**src/rtl/combat_pkg.sv**
```systemverilog
// Shared types, defaults and helpers for the combat scheduler.
// Holds the FSM state type, health width, default timing/damage and sat_sub.
package combat_pkg;

   localparam int HEALTH_W = 8;

   localparam int DEF_MAX_HEALTH      = 100;
   localparam int DEF_DAMAGE          = 10;
   localparam int DEF_WINDUP_CYCLES   = 4;
   localparam int DEF_COOLDOWN_CYCLES = 8;

   // last_grant / attacker encoding
   localparam logic SIDE_P1  = 1'b0;
   localparam logic SIDE_CPU = 1'b1;

   typedef enum logic [2:0] {
      ST_READY    = 3'd0,
      ST_WINDUP   = 3'd1,
      ST_APPLY    = 3'd2,
      ST_COOLDOWN = 3'd3,
      ST_OVER     = 3'd4
   } state_t;

   // Health minus damage, clamped at zero; damage is one bit wider
   // so a doubled hit cannot wrap.
   function automatic logic [HEALTH_W-1:0] sat_sub(
      input logic [HEALTH_W-1:0] h,
      input logic [HEALTH_W:0]   d
   );
      logic [HEALTH_W:0] hx;
      logic [HEALTH_W:0] diff;
      hx   = {1'b0, h};
      diff = hx - d;
      return (hx > d) ? diff[HEALTH_W-1:0] : '0;
   endfunction

endpackage

```
**src/rtl/combat_scheduler_phase_timer.sv**
```systemverilog
// Loadable down-counter shared by the windup and cooldown phases.
// Ports: clk, reset, load, load_value -> done (high on the last counted cycle).
module phase_timer #(
   parameter int CW = 4
) (
   input  logic          clk,
   input  logic          reset,
   input  logic          load,
   input  logic [CW-1:0] load_value,
   output logic          done
);

   logic [CW-1:0] count;

   always_ff @(posedge clk or posedge reset) begin
      if (reset) begin
         count <= '0;
      end else if (load) begin
         count <= load_value;
      end else if (count != '0) begin
         count <= count - CW'(1);
      end
   end

   // A phase loaded with N spans N cycles: values N..1, done at 1.
   assign done = (count == CW'(1));

endmodule

```
**src/rtl/combat_scheduler.sv**
```systemverilog
// Arbitrates player/CPU attacks through windup, apply and cooldown phases,
// keeps both healths and detects game over. Optional macro: COMBAT_CRIT_EN.
// Ports: clk, reset, start, p1/cpu atk_req and block in;
//        grants, isAttacking flags, healths, game_over, p1_wins out.
module combat_scheduler
   import combat_pkg::*;
#(
   parameter int MAX_HEALTH      = DEF_MAX_HEALTH,
   parameter int DAMAGE          = DEF_DAMAGE,
   parameter int WINDUP_CYCLES   = DEF_WINDUP_CYCLES,
   parameter int COOLDOWN_CYCLES = DEF_COOLDOWN_CYCLES,
   parameter int BLOCK_SHIFT     = 1
) (
   input  logic                clk,
   input  logic                reset,
   input  logic                start,
   input  logic                p1_atk_req,
   input  logic                p1_block,
   input  logic                cpu_atk_req,
   input  logic                cpu_block,
   output logic                p1_grant,
   output logic                cpu_grant,
   output logic                p1_isAttacking,
   output logic                cpu_isAttacking,
   output logic [HEALTH_W-1:0] p1_health_out,
   output logic [HEALTH_W-1:0] cpu_health_out,
   output logic                game_over,
   output logic                p1_wins
);

   localparam int CNT_MAX = (WINDUP_CYCLES > COOLDOWN_CYCLES) ?
                            WINDUP_CYCLES : COOLDOWN_CYCLES;
   localparam int CW = $clog2(CNT_MAX + 1);

   localparam logic [HEALTH_W-1:0] H_MAX    = HEALTH_W'(MAX_HEALTH);
   localparam logic [HEALTH_W:0]   DMG_FULL = (HEALTH_W+1)'(DAMAGE);
   localparam logic [HEALTH_W:0]   DMG_BLK  =
      (HEALTH_W+1)'(DAMAGE >> BLOCK_SHIFT);

   state_t              state;
   logic                last_grant;
   logic                p1_pick;
   logic                cpu_pick;
   logic                timer_load;
   logic [CW-1:0]       timer_val;
   logic                timer_done;
   logic                def_block;
   logic [HEALTH_W-1:0] def_health;
   logic [HEALTH_W:0]   dmg;
   logic [HEALTH_W-1:0] new_health;

   // Player takes the slot when alone, or on a tie if the CPU went last.
   assign p1_pick  = p1_atk_req & (~cpu_atk_req | (last_grant == SIDE_CPU));
   assign cpu_pick = cpu_atk_req & ~p1_pick;

   // READY loads the windup length; APPLY loads the cooldown length.
   assign timer_load = ((state == ST_READY) & (p1_pick | cpu_pick)) |
                       (state == ST_APPLY);
   assign timer_val  = (state == ST_READY) ? CW'(WINDUP_CYCLES)
                                           : CW'(COOLDOWN_CYCLES);

   phase_timer #(
      .CW (CW)
   ) u_timer (
      .clk        (clk),
      .reset      (reset),
      .load       (timer_load),
      .load_value (timer_val),
      .done       (timer_done)
   );

   // last_grant doubles as the current attacker; the other side defends.
   assign def_block  = (last_grant == SIDE_CPU) ? p1_block : cpu_block;
   assign def_health = (last_grant == SIDE_CPU) ? p1_health_out
                                                : cpu_health_out;

`ifdef COMBAT_CRIT_EN
   logic [7:0] lfsr;

   always_ff @(posedge clk or posedge reset) begin
      if (reset) begin
         lfsr <= 8'hA5;
      end else begin
         lfsr <= {lfsr[6:0], lfsr[7] ^ lfsr[5] ^ lfsr[4] ^ lfsr[3]};
      end
   end

   // Block shift first, then the crit doubles whatever is left.
   always_comb begin
      dmg = def_block ? DMG_BLK : DMG_FULL;
      if (lfsr[2:0] == 3'b000) begin
         dmg = {dmg[HEALTH_W-1:0], 1'b0};
      end
   end
`else
   always_comb begin
      dmg = def_block ? DMG_BLK : DMG_FULL;
   end
`endif

   assign new_health = sat_sub(def_health, dmg);

   always_ff @(posedge clk or posedge reset) begin
      if (reset) begin
         state           <= ST_READY;
         last_grant      <= SIDE_CPU;
         p1_grant        <= 1'b0;
         cpu_grant       <= 1'b0;
         p1_isAttacking  <= 1'b0;
         cpu_isAttacking <= 1'b0;
         p1_health_out   <= H_MAX;
         cpu_health_out  <= H_MAX;
         game_over       <= 1'b0;
         p1_wins         <= 1'b0;
      end else begin
         p1_grant  <= 1'b0;
         cpu_grant <= 1'b0;
         unique case (state)
            ST_READY: begin
               if (p1_pick) begin
                  p1_grant       <= 1'b1;
                  p1_isAttacking <= 1'b1;
                  last_grant     <= SIDE_P1;
                  state          <= ST_WINDUP;
               end else if (cpu_pick) begin
                  cpu_grant       <= 1'b1;
                  cpu_isAttacking <= 1'b1;
                  last_grant      <= SIDE_CPU;
                  state           <= ST_WINDUP;
               end
            end
            ST_WINDUP: begin
               if (timer_done) begin
                  p1_isAttacking  <= 1'b0;
                  cpu_isAttacking <= 1'b0;
                  state           <= ST_APPLY;
               end
            end
            ST_APPLY: begin
               if (last_grant == SIDE_CPU) begin
                  p1_health_out <= new_health;
               end else begin
                  cpu_health_out <= new_health;
               end
               if (new_health == '0) begin
                  game_over <= 1'b1;
                  p1_wins   <= (last_grant == SIDE_P1);
                  state     <= ST_OVER;
               end else begin
                  state <= ST_COOLDOWN;
               end
            end
            ST_COOLDOWN: begin
               if (timer_done) begin
                  state <= ST_READY;
               end
            end
            ST_OVER: begin
               if (start) begin
                  p1_health_out  <= H_MAX;
                  cpu_health_out <= H_MAX;
                  game_over      <= 1'b0;
                  p1_wins        <= 1'b0;
                  state          <= ST_READY;
               end
            end
            default: state <= ST_READY;
         endcase
      end
   end

endmodule

```
**config.mk**
```make
export PLATFORM = sky130hd
export DESIGN_NAME = combat_scheduler
export DESIGN_NICKNAME = d
export VERILOG_FILES = /design/src/rtl/combat_pkg.sv /design/src/rtl/combat_scheduler_phase_timer.sv /design/src/rtl/combat_scheduler.sv
export SDC_FILE = /design/constraint.sdc
export NUM_CORES = 1
export LEC_CHECK = 0
export ABC_AREA = 1
export BUFFER_PORTS_ARGS = -buffer_cell sky130_fd_sc_hd__buf_4
export CAP_MARGIN = 20
export CORE_UTILIZATION = 55
export CTS_BUF_LIST = sky130_fd_sc_hd__clkbuf_4 sky130_fd_sc_hd__clkbuf_8
export DETAILED_ROUTE_END_ITERATION = 10
export GPL_TIMING_DRIVEN = 0
export PLACE_DENSITY = 0.78
export SYNTH_ARGS = -nofsm -noshare
export SYNTH_HDL_FRONTEND = slang
export SYNTH_SLANG_ARGS = --single-unit
```
**constraint.sdc**
```tcl
create_clock -name clk -period 3.7 [get_ports clk]
set_input_delay 0.74 -clock clk [delete_from_list [all_inputs] [get_ports clk]]
set_output_delay 0.74 -clock clk [all_outputs]
set_load 0.02 [all_outputs]
```
After elaboration in Yosys (flattened, before gate mapping)
Index checks and enable logic that the tools add are counted.
- bits of input ports: 7
- register bits after elaboration: 30
- output and inout bits: 22
- magnitude comparators: 1
- reductions and logical operators: 14
- muxes and demuxes: 36
- eq/ne operators: 15
- add/sub/neg operators: 2
- bitwise logic cells: 9
- operator list (operator ; count):
    two-way mux 8 bit ; 5
    one-hot mux 8 bit (2 select lines) ; 2
    two-way mux 3 bit ; 6
    two-way mux 4 bit ; 4
    inequality test 2 bit, second input constant ; 8
    one-hot mux 3 bit (5 select lines) ; 1
    two-way mux 1 bit ; 14
    AND reduction 3 bit ; 4
    greater-than comparator 8 x 4 -> 1 bit ; 1
    logical NOT 8 bit ; 1
    one-hot mux 1 bit (2 select lines) ; 4
    AND reduction 4 bit ; 2
    nonzero test 2 bit ; 4
    subtractor 8 x 4 -> 8 bit ; 1
    equality test 3 x 2 -> 1 bit, second input constant ; 2
    equality test 4 x 1 -> 1 bit, second input constant ; 1
    nonzero test 4 bit ; 1
    subtractor 4 x 1 -> 4 bit, second input constant ; 1
    bitwise AND 1 bit ; 3
    equality test 3 x 1 -> 1 bit, second input constant ; 1
    equality test 3 bit, second input constant ; 1
    logical NOT 3 bit ; 1
    inequality test 3 bit, second input constant ; 1
    NOT 1 bit ; 3
    3 further kinds ; 5

Longest topological paths before layout
- depth in word-level cells: 9
- mapped depth: 22

Hierarchy
A second synthesis with hierarchy kept.
- cells, all modules: 261
- area total of the unflattened synthesis: 1870.5 µm²
- by module, submodules not included (module ; area an instance (µm²) ; times used ; cells each):
    combat_scheduler ; 1592.8 ; 1 ; 224
    phase_timer ; 277.8 ; 1 ; 37

Worst setup path before layout
No wires, ideal clock.
- kind: reg-to-reg
- from: register last_grant
- to: register game_over
- arrival time: 2.730 ns
- stages on the path, launching flop included: 20
- required time: 3.583 ns
- path buffers: 2
- slack: 0.853 ns
- period minus slack after synthesis: 2.847 ns
- cells stage by stage: dfstp_2 > buf_6 > clkbuf_1 > o21ai_0 > inv_1 > ha_1 > inv_1 > fa_1 > nand2_1 > nand2_1 > nand3_1 > nand3_4 > nand2_1 > nand3_1 > nor2_1 > nand2_1 > nand2_2 > nand2_1 > nand2_1 > nand2_1
- word-level cells in the longest chain between the ends: 7
- ends and longest elaborated chain (item ; RTL line ; RTL):
    start, declared ; combat_scheduler.sv:41 ; logic last_grant;
    start signal, assigned ; combat_scheduler.sv:106 ; last_grant <= SIDE_CPU;
    start signal, assigned ; combat_scheduler.sv:123 ; last_grant <= SIDE_P1;
    start signal, assigned ; combat_scheduler.sv:128 ; last_grant <= SIDE_CPU;
    two-way mux 1 bit ; combat_scheduler.sv:73 ; assign def_block = (last_grant == SIDE_CPU) ? p1_block : cpu_block;
    two-way mux 4 bit ; combat_scheduler.sv:97 ; dmg = def_block ? DMG_BLK : DMG_FULL;
    subtractor 8 x 4 -> 8 bit or greater-than comparator 8 x 4 -> 1 bit (tied branches) ; combat_pkg.sv:33, combat_pkg.sv:34 ;
    two-way mux 8 bit * ; combat_pkg.sv:34 ; return (hx > d) ? diff[HEALTH_W-1:0] : '0;
    logical NOT 8 bit * ; combat_scheduler.sv:145 ; if (new_health == '0) begin
    inequality test 2 x 1 -> 1 bit (no line) * ; -- ;
    AND reduction 3 bit (no line) * ; -- ;
    end signal, assigned ; combat_scheduler.sv:113 ; game_over <= 1'b0;
    end signal, assigned ; combat_scheduler.sv:146 ; game_over <= 1'b1;
    end signal, assigned ; combat_scheduler.sv:162 ; game_over <= 1'b0;
    end, declared ; combat_scheduler.sv:27 ; output logic game_over,
Every way passes the cells marked *; elsewhere a longest branch is shown, timed or not.
A chain may end at the register's enable or synchronous reset.

Worst setup path in the final report
- from: register last_grant
- to: register p1_wins
- word-level cells in the longest chain between the ends: 7
- ends and longest elaborated chain (item ; RTL line ; RTL):
    two-way mux 1 bit ; combat_scheduler.sv:73 ;
    two-way mux 4 bit ; combat_scheduler.sv:97 ;
    subtractor 8 x 4 -> 8 bit or greater-than comparator 8 x 4 -> 1 bit (tied branches) ; combat_pkg.sv:33, combat_pkg.sv:34 ;
    two-way mux 8 bit ; combat_pkg.sv:34 ;
    logical NOT 8 bit ; combat_scheduler.sv:145 ;
    inequality test 2 x 1 -> 1 bit (no line) ; -- ;
    AND reduction 3 bit (no line) ; -- ;
    end signal, assigned ; combat_scheduler.sv:147 ; p1_wins <= (last_grant == SIDE_P1);
    end, declared ; combat_scheduler.sv:28 ; output logic p1_wins
Parallel ways exist; a longest one is shown, timed or not. The select of a mux whose other input is x is not followed.

==> flow_summary.json <==
{
  "tns_ns": 0,
  "drive_above_1_share_pct": 25.19,
  "fp.dieW_um": 59.48,
  "fill_cells": 302,
  "finalMaxSlewViolations": 0,
  "pre_cts_ws_ns": 0.4068,
  "drt_iter0_markers": 68,
  "crit_type": "flop to flop",
  "ys_ff_latch": 30,
  "yosys_warnings": 0,
  "cts_tree": "built",
  "whs_ns": 0.4165,
  "r2r_setup_slack_ns": 0.42,
  "grt_max_degree": 21,
  "min_period_ns": 3.276,
  "grt_usage_pct": 25.09,
  "final_util_pct": 70.04,
  "synth_edf_count": 0,
  "antenna_found_initial": 0,
  "setup_violations": 0,
  "arrival_ns": 3.52,
  "n_antenna_cell": 0,
  "final.period_utilization_pct": 88.53,
  "cts_hold_buf": 0,
  "critical_path.max_fanout": 10,
  "grt_pass1_vias": 1601,
  "io_pins": 29,
  "start_util_pct": 58.55,
  "yosysSeqAreaShare_pct": 41.80,
  "synth_area_per_cell_um2": 7.797,
  "rsz0062_at_grt": "no",
  "crit_required_ns": 3.95,
  "synth_most_common_cell": "nand2_1",
  "die_area_um2": 3537,
  "syn-instance-count": 233,
  "clock.fmax_ghz": 0.3053,
  "gp_congestion": 0.8181,
  "cts_buffers": 5,
  "io_buffer_count": 28,
  "worst_r2r_endpoint": "p1_wins$_DFFE_PP0P_",
  "finish.net_count": 284,
  "placeableCoreArea_um2": 3103,
  "slew_headroom_pct": 67.53,
  "async_flop_share_pct": 100.0,
  "hold_path.class": "primary input to asynchronous set/reset pin",
  "cts_setup_buffers": 0,
  "synth_top_area_share_pct": 31.68,
  "synthDistinctLibCells": 32,
  "wirelength_um": 3748,
  "synth_largest_area_cell": "dfrtp_1",
  "final_antenna_net_count": 0,
  "cp_slowest_cell": "dfstp_2",
  "dp_hpwl_um": 2904,
  "clock-skew-final_ns": 0.007855,
  "htreeDepth": 2,
  "clock_sinks": 30,
  "worst_pin_slew_ns": 0.4865,
  "worst_setup_path_start_kind": "flop",
  "area_delta_synth_final_pct": 19.63,
  "dieHeight_um": 59.48,
  "cpMostUsedCell": "nand2_1",
  "route.detailed.drc": 0,
  "viasPerCell": 5.115,
  "cts_root_buf": "clkbuf_4",
  "syn_area_um2": 1817,
  "worstSkewPairLatency_ns": 0.34,
  "synthTopCellsByArea": "dfrtp_1 (32%), nand2_1 (13%), dfstp_2 (10%)",
  "cts_resized": 0,
  "vias": 1606,
  "reg2reg_from": "last_grant$_DFFE_PP1P_",
  "path_clk_slew_ns": 0.10,
  "dr.pass1.iters": 5,
  "gr-total-overflow": 0,
  "grt_pass1_wl_um": 6630,
  "max_cap_viol_count": 0,
  "outcome": "finished, final reports clean",
  "num_rows": 20,
  "setup_ws_ns": 0.4243,
  "yosys-top-cells-count": "nand2_1 (62), inv_1 (30), dfrtp_1 (23), nor2_1 (23), o21ai_0 (17)",
  "hold_viol": 0,
  "max_stage_delay_ns": 0.53,
  "worstPathCellList": "buf_6 -> clkbuf_1 -> o21ai_0 -> inv_1 -> ha_1 -> inv_1 -> fa_1 -> nand2_1 -> nand2_1 -> nand3_1 -> nand3_4 -> nand3_1 -> nand2_1 -> nor2_1 -> nand2_1 -> nand2_2 -> nand2_1 -> nand2_1 -> nand2_1",
  "wl_per_cell_um": 11.94,
  "syn-num-nets": 248,
  "critPathCaptureType": "flop",
  "reg2reg_depth": 19,
  "synthFlopType": "dfrtp_1",
  "clk_path_buf_depth": 2
}
worst max-delay path, delay by kind of cell, from the launching register on:
kind / cells / cell delay (ns)
fa+ha+maj: 2 / 0.57
buf+inv: 4 / 0.75
simple gates: 12 / 1.12
compound gates: 1 / 0.20
flops: 1 / 0.53
flip-flops by register name, indices dropped and copies added, names as in the netlist:
signal,cells
cpu_grant,1
p1_wins,1
cpu_health_out,8
last_grant,1
state,3
p1_isAttacking,1
p1_grant,1
p1_health_out,8
game_over,1
u_timer.count,4
cpu_isAttacking,1
area by class of cell:
class	instances	area (um^2)	share of cell area (%)
Tap cell	44	55.05	2.533
Timing Repair Buffer	29	237.7	10.94
Clock buffer	6	51.30	2.360
Multi-Input combinational cell	168	910.9	41.91
Inverter	31	118.9	5.469
Clock inverter	2	12.51	0.5757
Sequential cell	30	759.5	34.95
Buffer	4	27.53	1.267
per-stage QoR:
stage / area (um^2) / cells
3_5_place_dp: 2110 / 306
3_3_place_gp: 2082 / 305
2_1_floorplan: 1817 / 233
6_report: 2173 / 314
4_1_cts: 2173 / 314
5_1_grt: 2173 / 314
per-layer routing:
| layer | global-route usage [%] | wire (um) | vias to the layer above |
|---|---|---|---|
| met5 | 0 | 0 | - |
| met4 | 11.90 | 88 | 0 |
| met2 | 39.81 | 1707 | 41 |
| met1 | 32.69 | 1770 | 730 |
| met3 | 5.022 | 181 | 12 |
| li1 | - | - | 823 |
cell families after synthesis:
family	synth area share, %
muxes	3.719
adders and majority gates	5.923
DFF	41.80
buffers and inverters	8.058
xor gates and xnor gates	1.447
AOI/OAI and AO/OA	9.780
and+or+nand+nor	29.27
worst max path at each step:
stage                                       from               endpoint  slack (ns)  depth (start not counted)
final                     last_grant$_DFFE_PP1P_    p1_wins$_DFFE_PP0P_        0.42                         19
after global routing      last_grant$_DFFE_PP1P_  game_over$_DFFE_PP0P_        0.05                         19
after CTS                 last_grant$_DFFE_PP1P_    p1_wins$_DFFE_PP0P_        0.40                         19
after detailed placement  last_grant$_DFFE_PP1P_    p1_wins$_DFFE_PP0P_        0.41                         19
after global placement    last_grant$_DFFE_PP1P_  game_over$_DFFE_PP0P_        0.43                         19
after floorplan           last_grant$_DFFE_PP1P_  game_over$_DFFE_PP0P_        0.85                         19
layout by cell type, fill, tap and decap left out, types with 2 or more instances in the layout:
master	synthesis	routed
nor2_2	2	2
a21oi_1	4	4
o21ai_0	17	17
inv_1	30	30
o21ai_1	2	2
a31oi_1	6	6
nand4_1	2	2
xor2_1	3	3
dfrtp_1	23	23
clkbuf_4	0	5
nand3_1	14	14
nor2_1	23	23
nand2_1	62	62
nor3_1	3	3
or2_2	2	2
mux2_1	2	2
buf_4	1	29
nand2_2	7	7
ha_1	7	7
mux2_2	4	4
dfstp_2	7	7
Power is not shown: default switching activity piles up to over one toggle a cycle in this logic, so the estimate is an artifact.
